**config.mk**
```make
export PLATFORM = sky130hd
export DESIGN_NAME = fifo_wr_arbiter
export DESIGN_NICKNAME = d
export VERILOG_FILES = /design/src/rtl/fifo_arb_pkg.sv /design/src/rtl/rr_pick.sv /design/src/rtl/fifo_wr_arbiter.sv
export SDC_FILE = /design/constraint.sdc
export NUM_CORES = 1
export LEC_CHECK = 0
export CAP_MARGIN = 15
export CORE_MARGIN = 2
export CORE_UTILIZATION = 27
export CTS_CLUSTER_DIAMETER = 30
export DETAILED_ROUTE_END_ITERATION = 10
export GPL_ROUTABILITY_DRIVEN = 0
export HOLD_SLACK_MARGIN = 0.12
export PLACE_DENSITY = 0.66
export SKIP_CTS_REPAIR_TIMING = 1
export SKIP_LAST_GASP = 1
export SLEW_MARGIN = 15
export SYNTH_ARGS = -nofsm -noshare
export SYNTH_HDL_FRONTEND = slang
export SYNTH_SLANG_ARGS = --single-unit
```
**constraint.sdc**
```tcl
create_clock -name CLK -period 3.25 [get_ports CLK]
set_input_delay 0.65 -clock CLK [delete_from_list [all_inputs] [get_ports CLK]]
set_output_delay 0.65 -clock CLK [all_outputs]
set_load 0.01 [all_outputs]
```
**src/rtl/fifo_arb_pkg.sv**
```systemverilog
// Shared definitions for the FIFO write-port arbiter.
//   arb_state_e     : arbiter FSM state encoding (idle = 0, transfer = 1)
//   beat_cnt_width  : width needed to count 0..max_burst beats
//   ptr_width       : width of a requester index (at least 1 bit)
package fifo_arb_pkg;

  typedef enum logic {
    StIdle = 1'b0,
    StXfer = 1'b1
  } arb_state_e;

  function automatic int unsigned beat_cnt_width(input int unsigned max_burst);
    return $clog2(max_burst + 1);
  endfunction

  function automatic int unsigned ptr_width(input int unsigned num_req);
    return (num_req > 1) ? $clog2(num_req) : 1;
  endfunction

endpackage

```
**src/rtl/rr_pick.sv**
```systemverilog
// Combinational round-robin search.
//   REQ        : request vector
//   LAST_PTR   : index of the previous owner; the search starts one above it
//   NEXT_GRANT : one-hot winner, zero when REQ is zero
module rr_pick #(
  parameter int unsigned NUM_REQ = 4,
  parameter int unsigned PTR_W   = 2
) (
  input  logic [NUM_REQ-1:0] REQ,
  input  logic [PTR_W-1:0]   LAST_PTR,
  output logic [NUM_REQ-1:0] NEXT_GRANT
);

  always_comb begin
    logic        found;
    int unsigned idx;
    NEXT_GRANT = '0;
    found      = 1'b0;
    idx        = 0;
    // Offsets 1..NUM_REQ visit every index once, ending on LAST_PTR itself.
    for (int unsigned off = 1; off <= NUM_REQ; off++) begin
      idx = (32'(LAST_PTR) + off) % NUM_REQ;
      if (!found && REQ[idx]) begin
        NEXT_GRANT[idx] = 1'b1;
        found           = 1'b1;
      end
    end
  end

endmodule

```
**src/rtl/fifo_wr_arbiter.sv**
```systemverilog
// Round-robin arbiter sharing one FIFO write port among NUM_REQ requesters.
// A grant lasts until the accepted last word of a packet, MAX_BURST accepted
// words, or the owner dropping its request; FULL stalls the burst in place.
//   CLK, RST   : write clock, synchronous active-high reset
//   REQ        : per-requester word valid
//   REQ_DATA   : requester i word in [i*DATA_WIDTH +: DATA_WIDTH]
//   REQ_LAST   : per-requester last-word-of-packet flag
//   FULL       : FIFO full flag
//   ACK        : per-requester word accepted this cycle
//   GRANT      : one-hot current owner, zero when idle
//   W_INC      : FIFO write increment
//   WR_DATA    : FIFO write data, zero when idle
//   BUSY       : high while a burst is in progress
module fifo_wr_arbiter
  import fifo_arb_pkg::*;
#(
  parameter int unsigned NUM_REQ    = 4,
  parameter int unsigned DATA_WIDTH = 8,
  parameter int unsigned MAX_BURST  = 4
) (
  input  logic                            CLK,
  input  logic                            RST,
  input  logic [NUM_REQ-1:0]              REQ,
  input  logic [NUM_REQ*DATA_WIDTH-1:0]   REQ_DATA,
  input  logic [NUM_REQ-1:0]              REQ_LAST,
  input  logic                            FULL,
  output logic [NUM_REQ-1:0]              ACK,
  output logic [NUM_REQ-1:0]              GRANT,
  output logic                            W_INC,
  output logic [DATA_WIDTH-1:0]           WR_DATA,
  output logic                            BUSY
);

  localparam int unsigned PtrW  = ptr_width(NUM_REQ);
  localparam int unsigned BeatW = beat_cnt_width(MAX_BURST);

  arb_state_e         state_q, state_d;
  logic [NUM_REQ-1:0] grant_q, grant_d;
  logic [PtrW-1:0]    gidx_q, gidx_d;
  logic [PtrW-1:0]    last_ptr_q, last_ptr_d;
  logic [BeatW-1:0]   beat_q, beat_d;

  logic [NUM_REQ-1:0] next_grant;
  logic [PtrW-1:0]    pick_idx;
  logic               req_g;
  logic               last_g;
  logic               accept;
  logic               burst_end;

  rr_pick #(
    .NUM_REQ (NUM_REQ),
    .PTR_W   (PtrW)
  ) u_rr_pick (
    .REQ        (REQ),
    .LAST_PTR   (last_ptr_q),
    .NEXT_GRANT (next_grant)
  );

  // Binary index of the round-robin winner, kept alongside the one-hot grant.
  always_comb begin
    pick_idx = '0;
    for (int unsigned i = 0; i < NUM_REQ; i++) begin
      if (next_grant[i]) pick_idx = PtrW'(i);
    end
  end

  assign req_g     = REQ[gidx_q];
  assign last_g    = REQ_LAST[gidx_q];
  assign accept    = (state_q == StXfer) && req_g && !FULL;
  // A stalled last word does not end the burst; only an accepted one does.
  assign burst_end = !req_g ||
                     (accept && (last_g || (32'(beat_q) + 32'd1 == MAX_BURST)));

  // State register
  always_ff @(posedge CLK) begin
    if (RST) begin
      state_q    <= StIdle;
      grant_q    <= '0;
      gidx_q     <= '0;
      last_ptr_q <= PtrW'(NUM_REQ - 1);
      beat_q     <= '0;
    end else begin
      state_q    <= state_d;
      grant_q    <= grant_d;
      gidx_q     <= gidx_d;
      last_ptr_q <= last_ptr_d;
      beat_q     <= beat_d;
    end
  end

  // Next-state logic
  always_comb begin
    state_d    = state_q;
    grant_d    = grant_q;
    gidx_d     = gidx_q;
    last_ptr_d = last_ptr_q;
    beat_d     = beat_q;
    unique case (state_q)
      StIdle: begin
        if (|REQ) begin
          state_d = StXfer;
          grant_d = next_grant;
          gidx_d  = pick_idx;
          beat_d  = '0;
        end
      end
      StXfer: begin
        if (accept) beat_d = beat_q + BeatW'(1);
        if (burst_end) begin
          state_d    = StIdle;
          grant_d    = '0;
          last_ptr_d = gidx_q;
        end
      end
      default: state_d = StIdle;
    endcase
  end

  // Outputs; the reset cycle itself must not push a word into the FIFO.
  always_comb begin
    W_INC        = accept && !RST;
    ACK          = '0;
    ACK[gidx_q]  = W_INC;
    GRANT        = grant_q;
    BUSY         = (state_q == StXfer);
    WR_DATA      = BUSY ? REQ_DATA[gidx_q*DATA_WIDTH +: DATA_WIDTH] : '0;
  end

endmodule

```
Word-level counts from Yosys, hierarchy flattened
Index checks and enable logic that the tools add are counted.
{"block": "word_totals", "register_bits": 12, "input_bits": 43, "out_inout_bits": 18, "wordCells": 98}
{"block": "classes", "addsub": 6, "n_lt_le_gt_ge": 10, "eq_ne": 4, "n_shift": 1, "n_mux": 42, "n_bitwise": 5, "reduce_logical": 25}
{"operator": "$shiftx 32x6->8", "n": 1}
{"operator": "$mux 4", "n": 6}
{"operator": "$mux 1", "n": 17}
{"operator": "$lt 2x3->1 const B", "n": 5}
{"operator": "$bmux 1 s2", "n": 6}
{"operator": "$logic_and 1x1->1", "n": 12}
{"operator": "$or 4x4->4", "n": 3}
{"operator": "$demux 1 s2", "n": 5}
{"operator": "$ge 2x1->1 const B", "n": 5}
{"operator": "$mux 8", "n": 1}
{"operator": "$pmux 4 s2", "n": 1}
{"operator": "$reduce_and 2->1", "n": 4}
{"operator": "$logic_not 1->1", "n": 6}
{"operator": "$mux 3", "n": 2}
{"operator": "$pmux 3 s2", "n": 1}
{"operator": "$add 2x1->2 const B", "n": 2}
{"operator": "$add 2x2->2 const B", "n": 2}
{"operator": "$add 3x1->4 const B", "n": 1}
{"operator": "$and 4x4->4", "n": 1}
{"operator": "$eq 4x3->1 const B", "n": 1}
{"operator": "$mux 2", "n": 2}
{"operator": "$ne 2x1->1 const B", "n": 2}
{"operator": "$reduce_or 4->1", "n": 1}
{"operator": "$add 3x1->3 const B", "n": 1}
{"operator": "4 further kinds", "n": 5}

Depth between registers and ports, before layout
Gate-level depths: netlist (run 1).
{"block": "logic_depth", "word_depth": 16, "depth_mapped": 9, "mapped_depth_nobuf": 8}

Hierarchy
Synthesis (run 1) repeated with hierarchy kept, for this count alone.
{"block": "unflattened", "cells_unflattened": 133, "hier_area_um2": 1276.2}
{"module": "fifo_wr_arbiter", "instances": 1, "cells_each": 95, "area_per_inst_um2": 918.4, "seq_area_each_um2": 240.2}
{"module": "rr_pick", "instances": 1, "cells_each": 38, "area_per_inst_um2": 357.8, "seq_area_each_um2": 0.0}

Least setup slack after synthesis (run 1)
Ideal clock, no wire load.
{"block": "synth_timing", "kind": "flip-flop to flip-flop", "startpoint": "register last_ptr_q[0]", "endpoint": "register grant_q[1], in the netlist GRANT[1]", "setup_time_ns": 0.117, "arrival_time_ns": 2.308, "required_time_ns": 3.133, "slack_ns": 0.825, "stages_incl_launch_ff": 8, "period_less_slack_ns": 2.425, "cell_sequence": "dfxtp_1 buf_6 inv_1 ha_1 mux4_1 nor3b_1 a221o_2 a32o_1"}
{"block": "synth_via", "elab_chain_cells": 15, "word_cells_on_any_way": 50, "cone_classes": "add/sub: 4; order compare: 8; mux: 25; bitwise: 3; reduce/logical: 10"}
{"element": "start, declared", "line": "fifo_wr_arbiter.sv:40", "source": "logic [PtrW-1:0] last_ptr_q, last_ptr_d;"}
{"element": "start signal, assigned", "line": "fifo_wr_arbiter.sv:80", "source": "last_ptr_q <= PtrW'(NUM_REQ - 1);"}
{"element": "start signal, assigned", "line": "fifo_wr_arbiter.sv:86", "source": "last_ptr_q <= last_ptr_d;"}
{"element": "branches (longest 12 deep; another with $lt 2x3->1)"}
{"element": "$mux 4 *", "line": "rr_pick.sv:23", "source": "if (!found && REQ[idx]) begin"}
{"element": "$mux 4 *", "line": "fifo_wr_arbiter.sv:100", "source": "if (|REQ) begin"}
{"element": "$pmux 4 s2 *", "line": "fifo_wr_arbiter.sv:98", "source": "unique case (state_q)"}
{"element": "end signal, assigned", "line": "fifo_wr_arbiter.sv:84", "source": "grant_q <= grant_d;"}
{"element": "end, declared", "line": "fifo_wr_arbiter.sv:38", "source": "logic [NUM_REQ-1:0] grant_q, grant_d;"}
Mark *: on every way between the ends. The select of a mux whose other input is x is not followed.
A chain may end at the register's enable or synchronous reset.

Final worst setup path (run 1)
{"block": "layout_timing", "startpoint": "input port REQ[3]", "endpoint": "output port W_INC"}
{"block": "layout_via", "elab_chain_cells": 5}
{"element": "start, declared", "line": "fifo_wr_arbiter.sv:23", "source": "input logic [NUM_REQ-1:0] REQ,"}
{"element": "$bmux 1 s2", "line": "fifo_wr_arbiter.sv:67", "source": "assign req_g = REQ[gidx_q];"}
{"element": "$mux 1 (not written as such)", "line": "fifo_wr_arbiter.sv:67"}
{"element": "$logic_and 1x1->1 (2 in a row)", "line": "fifo_wr_arbiter.sv:69", "source": "assign accept = (state_q == StXfer) && req_g && !FULL;"}
{"element": "$logic_and 1x1->1", "line": "fifo_wr_arbiter.sv:121", "source": "W_INC = accept && !RST;"}
{"element": "end, declared", "line": "fifo_wr_arbiter.sv:29", "source": "output logic W_INC,"}
No other way between the ends. The select of a mux whose other input is x is not followed.

==> flow_summary.ini, run 1 <==
[yosys]
synth_fp_nets = 175
ys_async_sr_fraction_pct = 0
synth-seq-cells = 12
synthDistinctLibCells = 34
synth_flop_cell = dfxtp_1
seq_area_frac_synth_pct = 20.0
avgSynthCellArea_sq_um = 9.87
synthesis.area_sq_um = 1200
synth_cells = 122
synth_edf_count = 0
yosysWarnings = 0

[min_path]
hp-start = GRANT[0]
hp-class = reg2reg

[floorplan]
coreArea_sq_um = 4320
design.die.area_sq_um = 5010
fp.dieH_um = 70.8
io_pins = 61
fp.dieW_um = 70.8
initial_utilization_pct = 27.8
rows = 24

[finish]
layout_common_cells = clkdlybuf4s50_1, dfxtp_1, mux4_2, nand2_1
antennaDiodeCount = 0
layout.nets = 242
syn_to_final_growth_pct = 62.3
fin_area_sq_um = 1950
drive_gt1_share_pct = 17.6
final_core_util_pct = 45.2
final_common_cell = clkdlybuf4s50_1

[sta]
fin_skew_ns = 0.00422
rsz0062_at_grt = false
max_freq_mhz = 320
drv_slew = 0
period_share_pct = 96.0
whs_ns = 0.496
finalSetupTns_ns = 0
slew_headroom_pct = 66.1
worst_pin_slew_ns = 0.504
setup_viol_count_final = 0
timing.final.hold_violations = 0
period_needed_ns = 3.12

[setup_path]
cp_max_fo = 4
end_kind = output port
crit_path_start_kind = primary input
cp-startpoint = REQ[3]
critPathRequiredTime_ns = 2.60
worstPathArrival_ns = 2.47
path_class = in2out
reg2reg_from = last_ptr_q[0]

[drt]
remaining_drc_errors = 0
vias = 1227
routed_wl_mm = 3.37
firstDrtPassIters = 5
wl_per_cell_um = 14.1
drtIter0Drc = 45
vias_per_cell = 5.13
ant_nets = 0

[global_routing]
grt_pass1_wl_mm = 5.48
grt_max_degree = 18
grt-ovfl-total = 0
grt_usage_pct = 13.5
grt_pass1_vias = 1213
grt_antenna_before_repair = 0

[clock_tree]
cts.sinks = 12
cts_tree = built
cts_buffers = 3
clkTransAtPathRegs_ns = 0.05
clock_path_buffers = 2
cts_root_buffer = clkbuf_8
htreeDepth = 1
clk_latency_ns = 0.23

[placed_design]
dpl-instance-area_sq_um = 1900
portBuffers = 60
dpl.hpwl_mm = 2.64

[outcome]
status = completed

[pwr]
irDropWorstVdd_uv = 180
p_per_area_nw_per_um2 = 412
p_leak_uw = 0.000791

[run]
maxCapViolCount = 0
## worst paths after layout
check / slack [ns] / endpoint / cells past startpoint
max: 0.13 / W_INC / 6
min: 0.50 / GRANT[0] / 1
max reg2reg: 0.49 / gidx_q[0] / 8
min reg2reg: 0.50 / GRANT[0] / 1
## power by group
| part | total, uW | switching [uW] | internal, uW | leakage (uW) |
|---|---|---|---|---|
| registers | 203 | 32.2 | 171 | 0.0000985 |
| logic | 472 | 202 | 271 | 0.000671 |
| clock network | 130 | 49.0 | 81.2 | 0.0000216 |
## final cells by class
| class | instances | area (sq um) |
|---|---|---|
| inverters | 3 | 11.3 |
| well taps | 52 | 65.1 |
| repair buffers | 70 | 681 |
| flip-flops and latches | 12 | 240 |
| fillers | 446 | 2370 |
| clock buffers | 3 | 41.3 |
| multi-input cells | 99 | 915 |
## per-stage QoR
step | setup slack (ns) | total power (uW) | instances
after floorplan | 0.825 | 503 | 122
after global placement | 0.0937 | 677 | 236
after detailed placement | 0.0702 | 679 | 236
after CTS | 0.0571 | 813 | 239
after global routing | 0.0280 | 864 | 239
final | 0.130 | 806 | 239
## synth_stat cells (all sizes together), types with 3 or more instances
library cell | count | share of area, %
nor2b | 3 | 1.6
o21ai | 6 | 2.5
nand2 | 12 | 4.0
dfxtp | 12 | 20
a32o | 3 | 2.5
ha | 10 | 10
mux4 | 14 | 27
a21oi | 5 | 2.1
and2 | 10 | 5.2
nor2 | 9 | 2.8
nor3 | 3 | 1.2
nand3 | 4 | 1.7
buf | 5 | 2.4
clkbuf | 3 | 0.94
inv | 3 | 0.94
## worst max-delay path, cell delays in order
cell and delay, ns:
clkdlybuf4s50_1 0.43, mux4_2 0.51, nand3b_1 0.21, nor2_2 0.07, buf_4 0.14, clkdlybuf4s50_1 0.46
## sequential cells by signal, indices dropped and copies added, names as in the netlist
register / cells
BUSY: 1
beat_q: 3
last_ptr_q: 2
GRANT: 4
gidx_q: 2
## cells by family after synthesis
group                      Yosys count  share of synthesized area, %
muxes                               14                          26.8
buffers and inverters               11                          4.26
and+or+nand+nor                     53                          24.6
AOI/OAI and AO/OA                   22                          13.9
DFF                                 12                          20.0
adders and majority gates           10                          10.4
## per-layer routing
| metal | routed length, um | vias up | GRT usage (%) |
|---|---|---|---|
| met5 | 0 | - | 0 |
| met4 | 21 | 0 | 3.14 |
| met3 | 278 | 2 | 1.99 |
| met2 | 1550 | 67 | 23.9 |
| met1 | 1520 | 562 | 17.5 |
| li1 | - | 596 | - |
Power figures use the tool's default switching activity.
==> run 2: changes to the inputs <==
--- a/config.mk
+++ b/config.mk
@@ -5,8 +5,7 @@
 export SDC_FILE = /design/constraint.sdc
 export NUM_CORES = 1
 export LEC_CHECK = 0
-export CAP_MARGIN = 15
-export CORE_MARGIN = 2
+export CORE_MARGIN = 4
 export CORE_UTILIZATION = 27
 export CTS_CLUSTER_DIAMETER = 30
 export DETAILED_ROUTE_END_ITERATION = 10
@@ -15,7 +14,7 @@
 export PLACE_DENSITY = 0.66
 export SKIP_CTS_REPAIR_TIMING = 1
 export SKIP_LAST_GASP = 1
-export SLEW_MARGIN = 15
+export SLEW_MARGIN = 20
 export SYNTH_ARGS = -nofsm -noshare
 export SYNTH_HDL_FRONTEND = slang
 export SYNTH_SLANG_ARGS = --single-unit
==> run 2 against run 1 <==
Effect of this change: sequential power about the same; utilization increased by 0.32 points; via count increased by 0.33%; fmax increased by 0.44%; final cell count increased by 0.42%; non-clock buffer count unchanged; critical path type unchanged; largest cell class unchanged.
==> flow_summary.ini, run 2 (same netlist as run 1, synthesis figures left out) <==
[outcome]
status = completed

[drt]
vias_per_cell = 5.13
drtIter0Drc = 64
remaining_drc_errors = 0
firstDrtPassIters = 4
wl_per_cell_um = 14.5
ant_nets = 0
routed_wl_mm = 3.47
vias = 1231

[setup_path]
r2r_cells = 8
cp_max_fo = 4
worstPathArrival_ns = 2.46
crit_path_start_kind = primary input
critPathMostFrequentCell = clkdlybuf4s50_1
r2r_end = gidx_q[0]
cpMaxStageDelayCell = clkdlybuf4s50_1
critPathRequiredTime_ns = 2.60
reg2reg_from = last_ptr_q[0]
path_class = in2out
crit_chain = clkdlybuf4s50_1, mux4_2, nand3b_1, nor2_2, nand2_1, nor2_1, clkdlybuf4s50_1
end_kind = output port
reg2reg_slack_ns = 0.50
crit_path_max_incr_delay_ns = 0.53

[floorplan]
rows = 24
initial_utilization_pct = 27.8
design.die.area_sq_um = 5590
fp.dieW_um = 74.8
io_pins = 61
fp.dieH_um = 74.8
coreArea_sq_um = 4320

[sta]
rsz0062_at_grt = false
worst_slack_ns = 0.143
period_needed_ns = 3.11
fin_skew_ns = 0.00325
timing.final.hold_violations = 0
finalSetupTns_ns = 0
max_freq_mhz = 322
setup_viol_count_final = 0
slew_headroom_pct = 68.7
period_share_pct = 95.6
drv_slew = 0
worst_pin_slew_ns = 0.469

[min_path]
hp-class = reg2reg
hold_depth = 2
whs_endpoint = beat_q[2]
hp-start = beat_q[2]

[finish]
drive_gt1_share_pct = 18.1
layout.nets = 242
final_core_util_pct = 45.5
finalNonFillerCells = 240
antennaDiodeCount = 0
final_common_cell = clkdlybuf4s50_1
fillers = 436
syn_to_final_growth_pct = 63.4
layout_common_cells = clkdlybuf4s50_1, dfxtp_1, mux4_2, nand2_1
largest_reg_flops = 4
fin_area_sq_um = 1970

[clock_tree]
clk_latency_ns = 0.24
cts_root_buffer = clkbuf_8
cts_tree = built
cts_buffers = 3
clkTransAtPathRegs_ns = 0.05
htreeDepth = 1
clock_path_buffers = 2
cts.sinks = 12

[pwr]
p_int_uw = 548
power_frac_comb_pct = 56.3
p_leak_uw = 0.000798
swShare_pct = 34.4
power_switching_uw = 288
irDropWorstVdd_uv = 200
clkPwrFrac_pct = 19.3
seqPwrFrac_pct = 24.4
p_per_area_nw_per_um2 = 425

[placed_design]
portBuffers = 60
dp_slack_ns = 0.0754
dpl-instance-area_sq_um = 1900
dpl.cell_count = 236
dpl.hpwl_mm = 2.84

[global_routing]
grt_pass1_wl_mm = 5.67
grt_pass1_vias = 1156
grt_antenna_before_repair = 0
grt_usage_pct = 13.0
grt_max_degree = 18
grt-ovfl-total = 0

[run]
maxCapViolCount = 0
run 2: cell count changes in the layout (fill, tap and decap cells not counted), sizes merged:
cell    change
clkbuf      +1
run 2: layer usage:
metal / share of wire, % / track usage (%) / vias up
met4: 0.98 / 3.75 / 0
met2: 45 / 21.6 / 65
met1: 41 / 16.5 / 565
met3: 13 / 3.60 / 4
met5: 0 / 0 / -
li1: - / - / 597
run 2: layout make-up:
type,instances,area [sq um],area share (%)
Tap cell,52,65.1,3.31
Timing Repair Buffer,70,681,34.6
Sequential cell,12,240,12.2
Multi-Input combinational cell,99,915,46.5
Inverter,3,11.3,0.573
Clock buffer,4,55.1,2.80
run 2: stage by stage:
| stage | total power, uW | hold slack (ns) |
|---|---|---|
| 3_3_place_gp | 678 | 0.486 |
| 3_5_place_dp | 682 | 0.487 |
| 6_report | 836 | 0.505 |
| 4_1_cts | 847 | 0.510 |
| 2_1_floorplan | 503 | 0.470 |
| 5_1_grt | 906 | 0.541 |
run 2: worst max path at each step:
stage | start | endpoint | slack [ns]
2_1_floorplan | last_ptr_q[0] | GRANT[1] | 0.83
3_3_place_gp | REQ[3] | ACK[3] | 0.08
3_5_place_dp | REQ[2] | ACK[3] | 0.08
4_1_cts | REQ[2] | ACK[3] | 0.07
5_1_grt | REQ[2] | ACK[1] | 0.008
6_report | REQ[1] | ACK[1] | 0.14
run 2: power groups by stage:
stage / Sequential [uW] / Clock, uW / Combinational, uW
after floorplan: 194 / 0 / 309
after global placement: 207 / 0 / 470
after detailed placement: 207 / 0 / 474
after CTS: 205 / 165 / 477
after global routing: 211 / 176 / 518
final: 204 / 161 / 470
run 2: worst max-delay path: cells and delay by family:
kind	cells	cell delay [ns]
buffers and inverters	2	1.01
and+or+nand+nor	4	0.53
muxes	1	0.26
